### src/rtl/fir_tdm_mc.sv
// Time-multiplexed multi-channel FIR: one shared MAC, per-channel delay lines, shared writable coefficients.
// Define FIR_SAT_EN to clamp the narrowed output (and flag out_sat) instead of wrapping it.
module fir_tdm_mc #(
    parameter int D_W       = 16,
    parameter int C_W       = 16,
    parameter int N_TAPS    = 16,
    parameter int N_CH      = 2,
    parameter int OUT_SHIFT = 15,
    localparam int CH_W     = (N_CH > 1) ? $clog2(N_CH) : 1,
    localparam int TAP_W    = $clog2(N_TAPS)
) (
    input  logic                    clock,
    input  logic                    reset,
    input  logic                    in_valid,
    output logic                    in_ready,
    input  logic [CH_W-1:0]         in_ch,
    input  logic signed [D_W-1:0]   fir_in,
    input  logic                    coef_we,
    input  logic [TAP_W-1:0]        coef_addr,
    input  logic signed [C_W-1:0]   coef_data,
    output logic                    out_valid,
    input  logic                    out_ready,
    output logic [CH_W-1:0]         out_ch,
    output logic signed [D_W-1:0]   fir_out,
    output logic                    out_sat
);

    localparam int P_W   = D_W + C_W;
    localparam int ACC_W = D_W + C_W + TAP_W;

    typedef enum logic [1:0] {IDLE, MAC, OUT} state_t;

    state_t                  state_q, state_d;
    logic signed [D_W-1:0]   x_q [N_CH][N_TAPS];
    logic signed [C_W-1:0]   coef_q [N_TAPS];
    logic [CH_W-1:0]         ch_q;
    logic [TAP_W-1:0]        k_q;
    logic signed [ACC_W-1:0] acc_q;

    logic                    ch_ok;
    logic                    accept;
    logic                    last_tap;
    logic signed [P_W-1:0]   prod;
    logic signed [D_W-1:0]   narrow;
    logic                    sat;

    assign ch_ok    = (int'(in_ch) < N_CH);
    assign accept   = (state_q == IDLE) && in_valid && ch_ok;
    assign last_tap = (k_q == TAP_W'(N_TAPS - 1));
    assign prod     = P_W'(x_q[ch_q][k_q]) * P_W'(coef_q[k_q]);

`ifdef FIR_SAT_EN
    localparam logic signed [D_W-1:0] MAX_D = {1'b0, {(D_W-1){1'b1}}};
    localparam logic signed [D_W-1:0] MIN_D = {1'b1, {(D_W-1){1'b0}}};

    logic signed [ACC_W-1:0] shifted;
    logic                    too_hi;
    logic                    too_lo;

    assign shifted = acc_q >>> OUT_SHIFT;
    assign too_hi  = shifted > ACC_W'(MAX_D);
    assign too_lo  = shifted < ACC_W'(MIN_D);
    assign sat     = too_hi || too_lo;
    assign narrow  = too_hi ? MAX_D : (too_lo ? MIN_D : shifted[D_W-1:0]);
`else
    assign sat    = 1'b0;
    assign narrow = D_W'(acc_q >>> OUT_SHIFT);
`endif

    assign in_ready  = (state_q == IDLE);
    assign out_valid = (state_q == OUT);
    assign out_ch    = ch_q;
    assign fir_out   = (state_q == OUT) ? narrow : '0;
    assign out_sat   = (state_q == OUT) && sat;

    always_ff @(posedge clock or posedge reset) begin
        if (reset) begin
            state_q <= IDLE;
        end else begin
            state_q <= state_d;
        end
    end

    always_comb begin
        state_d = state_q;
        case (state_q)
            IDLE:    if (accept)    state_d = MAC;
            MAC:     if (last_tap)  state_d = OUT;
            OUT:     if (out_ready) state_d = IDLE;
            default: state_d = IDLE;
        endcase
    end

    // Coefficients may only change in IDLE, so a MAC pass always sees one consistent set.
    always_ff @(posedge clock or posedge reset) begin
        if (reset) begin
            for (int c = 0; c < N_CH; c++) begin
                for (int t = 0; t < N_TAPS; t++) begin
                    x_q[c][t] <= '0;
                end
            end
            for (int t = 0; t < N_TAPS; t++) begin
                coef_q[t] <= '0;
            end
            ch_q  <= '0;
            k_q   <= '0;
            acc_q <= '0;
        end else begin
            if ((state_q == IDLE) && coef_we) begin
                coef_q[coef_addr] <= coef_data;
            end
            if (accept) begin
                x_q[in_ch][0] <= fir_in;
                for (int t = 1; t < N_TAPS; t++) begin
                    x_q[in_ch][t] <= x_q[in_ch][t-1];
                end
                ch_q  <= in_ch;
                k_q   <= '0;
                acc_q <= '0;
            end
            if (state_q == MAC) begin
                acc_q <= acc_q + ACC_W'(prod);
                k_q   <= k_q + TAP_W'(1);
            end
        end
    end

endmodule

### config.mk
export PLATFORM = sky130hd
export DESIGN_NAME = fir_tdm_mc
export DESIGN_NICKNAME = d
export VERILOG_FILES = /design/src/rtl/fir_tdm_mc.sv
export SDC_FILE = /design/constraint.sdc
export NUM_CORES = 2
export LEC_CHECK = 0
export BUFFER_PORTS_ARGS = -buffer_cell sky130_fd_sc_hd__buf_2
export CORE_MARGIN = 10
export CORE_UTILIZATION = 50
export CTS_CLUSTER_DIAMETER = 100
export CTS_CLUSTER_SIZE = 10
export DETAILED_ROUTE_END_ITERATION = 7
export PLACE_DENSITY = 0.72
export SYNTH_ARGS = -nofsm -noshare
export SYNTH_HDL_FRONTEND = slang
export SYNTH_SLANG_ARGS = --single-unit
### constraint.sdc
create_clock -name clock -period 49 [get_ports clock]
set_input_delay 2.45 -clock clock [delete_from_list [all_inputs] [get_ports clock]]
set_output_delay 2.45 -clock clock [all_outputs]
set_load 0.01 [all_outputs]
---- After elaboration in Yosys (flattened, before gate mapping) ----
Index checks and enable logic that the tools add are counted.
Widths: inputs -> output; s select.
cells by class
  divide/modulo/power cells ............... 0
  $mul .................................... 1
  reduce and logical (&&, ||, !) cells .... 7
  multiplexer cells ....................... 72
  bitwise logic cells ..................... 4
  order comparisons ....................... 6
  add/sub/neg operators ................... 2
  shift-type cells ........................ 0
  equal/unequal tests ..................... 6
operators with widths
  operator          count
  $bwmux 512        16
  $demux 256 s1     16
  $mux 256          7
  $bwmux 256        1
  $mux 240          1
  $mux 224          1
  $mux 208          1
  $mux 192          1
  $mux 176          1
  $mux 160          1
  $mux 144          1
  $bmux 16 s4       2
  $mux 128          1
  $mux 112          1
  $mux 16           7
  $mux 96           1
  $mux 80           1
  $mux 36           2
  $demux 16 s4      1
  $mux 64           1
  $mux 48           1
  $add 36x32->36    1
  $mul 16x16->32    1
  $mux 32           1
  19 further kinds  30
word-level totals
  memories ................................ 0
  output and inout bits ................... 20
  register bits after elaboration ......... 811
  bits in writable memories ............... 0
  bits in latches ......................... 0
  input bits .............................. 42
  logic and storage cells ................. 150
  ROM bits ................................ 0

---- Logic depth before layout (Yosys ltp) ----
  word-level depth ........................ 21
  gate-level depth with buffers ........... 32
  mapped depth without buffers ............ 26

---- Worst setup path before layout ----
No wires, ideal clock.
  kind .................................... flip-flop to flip-flop
  from .................................... reg ch_q, in the netlist out_ch
  to ...................................... reg acc_q[27]
  data required time ...................... 48.878 ns
  period minus slack after synthesis ...... 8.145 ns
  setup slack ............................. 40.855 ns
  buffers on the path ..................... 3
  arrival ................................. 8.023 ns
  stages on the path, launching flop included .. 26
  setup time .............................. 0.122 ns
  cells stage by stage .................... dfrtp_1 buf_2 buf_1 mux4_2 mux4_2 mux2i_1 buf_2 nor2_1 fa_1 fa_1 inv_1 fa_1 inv_1 fa_1 fa_1 inv_1 fa_1 inv_1 ha_1 o21ai_1 a21boi_1 a21o_1 a2111oi_1 a21oi_1 or4_1 a32o_1
between the ends
  cells in the longest elaborated chain, start to end .. 10
RTL lines
  item                                          RTL line  text
  start: declaration                            36        logic [CH_W-1:0] ch_q;
  start signal: assignment                      117       ch_q <= in_ch;
  $not 1->2 (implied by the code)               50        assign prod = P_W'(x_q[ch_q][k_q]) * P_W'(coef_q[k_q]);
  $mux 256 (implied by the code) (3 in series)  50
  $bmux 16 s4                                   50
  $mux 16 (implied by the code) (2 in series)   50
  $mul 16x16->32                                50
  $add 36x32->36                                122       acc_q <= acc_q + ACC_W'(prod);
  $mux 36                                       121       if (state_q == MAC) begin
  end signal: assignment                        122
  end: declaration                              38        logic signed [ACC_W-1:0] acc_q;
No other way between the ends. The select of a mux whose other input is x is not followed.
A chain may end at the register's enable or synchronous reset.

---- Worst setup path in the final report ----
  from .................................... reg k_q[0]
  to ...................................... reg acc_q[30]
between the ends
  cells in the longest elaborated chain, start to end .. 7
  elaborated cells on any way between the ends .. 10
  those cells by class .................... add/sub: 1; mul: 1; mux: 7; bitwise: 1
RTL lines
  item                                         RTL line  text
  start: declaration                           37        logic [TAP_W-1:0] k_q;
  start signal: assignment                     123       k_q <= k_q + TAP_W'(1);
  $not 4->5 (implied by the code) *            50
  $bmux 16 s4                                  50
  $mux 16 (implied by the code) (2 in series)  50
  $mul 16x16->32 *                             50
  $add 36x32->36 *                             122
  $mux 36 *                                    121
Mark *: on every way between the ends. The rest lies on a longest branch, timed or not. The select of a mux whose other input is x is not followed.

==> impl_metrics.json <==
{
  "wl_um": 95000,
  "slew_headroom_pct": 15.7,
  "required_ns": 49.50,
  "ys_seq_elements": 806,
  "clock_sinks": 806,
  "cts_resized": 0,
  "ctsHtreeMaxLevel": 3,
  "layout.nets": 3733,
  "dr.pass1.iters": 5,
  "yosys_warnings": 0,
  "synth_top_area_share_pct": 43.3,
  "syn_to_final_growth_pct": 8.32,
  "post_cts_buffers": 0,
  "dr_total_vias": 26000,
  "post_drt_wl_per_cell_um": 20.8,
  "finalCriticalPeriod_ns": 10.30,
  "synthTopCellsByArea": "dfrtp_1 (43%), mux2_2 (19%), fa_1 (12%)",
  "initial_utilization_pct": 50.5,
  "coreArea_mm2": 0.0921,
  "rrSetupSlack_ns": 38.70,
  "synth_area_mm2": 0.0465,
  "dieArea_mm2": 0.106,
  "ioPinCount": 62,
  "viasPerCell": 5.70,
  "synth_area_per_cell_um2": 14.1,
  "layout-drive-gt1-share_pct": 37.5,
  "multi_input_area_mm2": 0.0243,
  "synth_area_leader_cell": "dfrtp_1",
  "hp-class": "register to register",
  "antenna_found_initial": 3,
  "die_y_um": 325,
  "cts-root-buf": "clkbuf_16",
  "finClkSkew_ns": 0.0289,
  "fillCellCount": 7339,
  "cts_hold_buf": 0,
  "rsz0062_at_grt": "no",
  "cp-end-kind": "register",
  "cts_tree": "done",
  "routabilityCongestion": 0.847,
  "setup.worst_path.class": "register to register",
  "drt_iter0_drc": 1722,
  "outcome": "completed",
  "grt_pass1_vias": 28100,
  "synth_ff_type": "dfrtp_1",
  "path_max_fanout": 51,
  "syn-num-nets": 3730,
  "place_hpwl_um": 61500,
  "synthCells": 3307,
  "fin_ws_ns": 38.70,
  "io_buffers": 60,
  "fp-row-count": 111,
  "maxSlewViolCount": 0,
  "grt_util_all_layers_pct": 18.3,
  "ys_types": 59,
  "grt_max_degree": 186,
  "synth-seq-area-share_pct": 43.3,
  "cp-start-kind": "register",
  "grt.overflow.total": 0,
  "die_w_um": 325,
  "finalCritPeriodShare_pct": 21.0,
  "drc_errors": 0,
  "fin_setup_tns_ns": 0,
  "clk_latency_ns": 0.66,
  "grt_pass1_wl_um": 158000,
  "finalSetupViolCount": 0,
  "final-seq-area_mm2": 0.0202,
  "cts_buffers": 91,
  "clkSlewWorstSetupHoldPaths_ns": 0.06,
  "pre_cts_ws_ns": 38.58,
  "synth-async-reset-ratio_pct": 100,
  "synth_edf_count": 0,
  "critPathArrivalTime_ns": 10.80,
  "hold_viol_final": 0,
  "antenna_left": 0,
  "clock_path_buffers": 3,
  "tightest_slew_ns": 1.26,
  "max_freq_mhz": 97.1,
  "maxCapViolations": 0
}
sequential cells by signal (all words and copies together) (netlist names):
name     flops
coef_q     256
k_q          4
out_ch       1
state_q      2
acc_q       31
x_q        512
through the flow:
step	hold WS (ns)	std cells	utilization (%)	instance area [um^2]
3_3_place_gp	0.471	4460	52.1	48000
6_report	0.482	4565	54.8	50400
3_5_place_dp	0.475	4460	52.1	48000
2_1_floorplan	0.450	3307	-	46500
5_1_grt	0.508	4565	54.8	50400
4_1_cts	0.488	4564	54.8	50400
cells by family (layout without fill, tap and decap cells):
group	Yosys count	in the layout	synth area share, %
AOI/OAI and AO/OA	130	130	1.85
muxes	1034	1034	30.6
xor gates and xnor gates	36	36	0.707
DFF	806	806	43.3
buffers and inverters	526	540	4.56
and+or+nand+nor	393	393	4.13
other	1	2	0.00806
adders and majority gates	381	381	14.8
worst max-delay path, cell delays in order (launching register included):
cell and delay [ns]:
dfrtp_4 1.05, buf_4 0.82, buf_4 0.60, mux4_2 0.58, mux4_2 0.48, mux2i_2 0.75, nor2_1 0.15, fa_1 0.59
fa_1 0.41, ha_1 0.20, fa_1 0.46, fa_1 0.55, inv_1 0.05, fa_1 0.47, inv_1 0.04, ha_1 0.33
a21o_1 0.19, a21o_1 0.19, a2111oi_0 0.71, o21ai_1 0.40, a2111oi_0 0.66, o31ai_1 0.17, xnor2_1 0.16, o21ai_1 0.07
path summary, 6_finish.rpt:
check                      startpoint         to  cells after the start
setup / recovery               k_q[0]  acc_q[30]                     23
hold / removal              acc_q[15]  acc_q[15]                      2
setup reg to reg               k_q[0]  acc_q[30]                     23
hold reg to reg             acc_q[15]  acc_q[15]                      2
max in group asynchronous       reset     k_q[0]                      4
min in group asynchronous       reset   x_q[306]                      2
area by class of cell:
| class | count | area share [%] |
|---|---|---|
| multi-input cells | 1975 | 48.2 |
| inverters | 335 | 2.51 |
| clock inverters | 8 | 0.199 |
| diodes | 1 | 0.00496 |
| repair buffers | 101 | 1.31 |
| flip-flops and latches | 806 | 40.0 |
| clock buffers | 96 | 4.64 |
| well taps | 1243 | 3.08 |
placed cells by master, fill, tap and decap left out, types with 35 or more instances in the layout:
cell and count:
dfrtp_1 801, mux2_2 783, inv_1 332, fa_1 285, mux4_2 226, nor2_1 104
nand2_1 101, ha_1 96, clkbuf_16 93, nand2b_1 62, buf_2 60, nor2b_1 46
buf_4 37, o21ai_0 35
routing by layer:
layer	track usage, %	routed length, um	up-vias
met5	0	30	-
met4	4.94	1940	4
met3	3.62	5250	148
met2	29.2	44900	585
met1	25.5	42900	13800
li1	-	-	11400
cells in the mapped netlist, types with 7 or more instances:
| library cell | count |
|---|---|
| mux4_2 | 226 |
| nand2b_1 | 62 |
| or2_1 | 9 |
| xor2_1 | 10 |
| inv_1 | 333 |
| nand2_1 | 101 |
| fa_1 | 285 |
| nand3_1 | 8 |
| and3_1 | 7 |
| a21o_1 | 13 |
| mux2i_1 | 16 |
| ha_1 | 96 |
| nor2b_1 | 47 |
| mux2_2 | 783 |
| nor2_1 | 111 |
| o21ai_1 | 11 |
| clkbuf_1 | 119 |
| buf_2 | 42 |
| buf_1 | 14 |
| xnor2_1 | 25 |
| buf_6 | 10 |
| a22o_1 | 9 |
| dfrtp_1 | 806 |
| and2_1 | 25 |
| a21oi_1 | 22 |
| o21ai_0 | 35 |
Power is left out: the tool's default activity adds up to more than one toggle a clock period on the data nets, which glitch-free logic cannot reach.
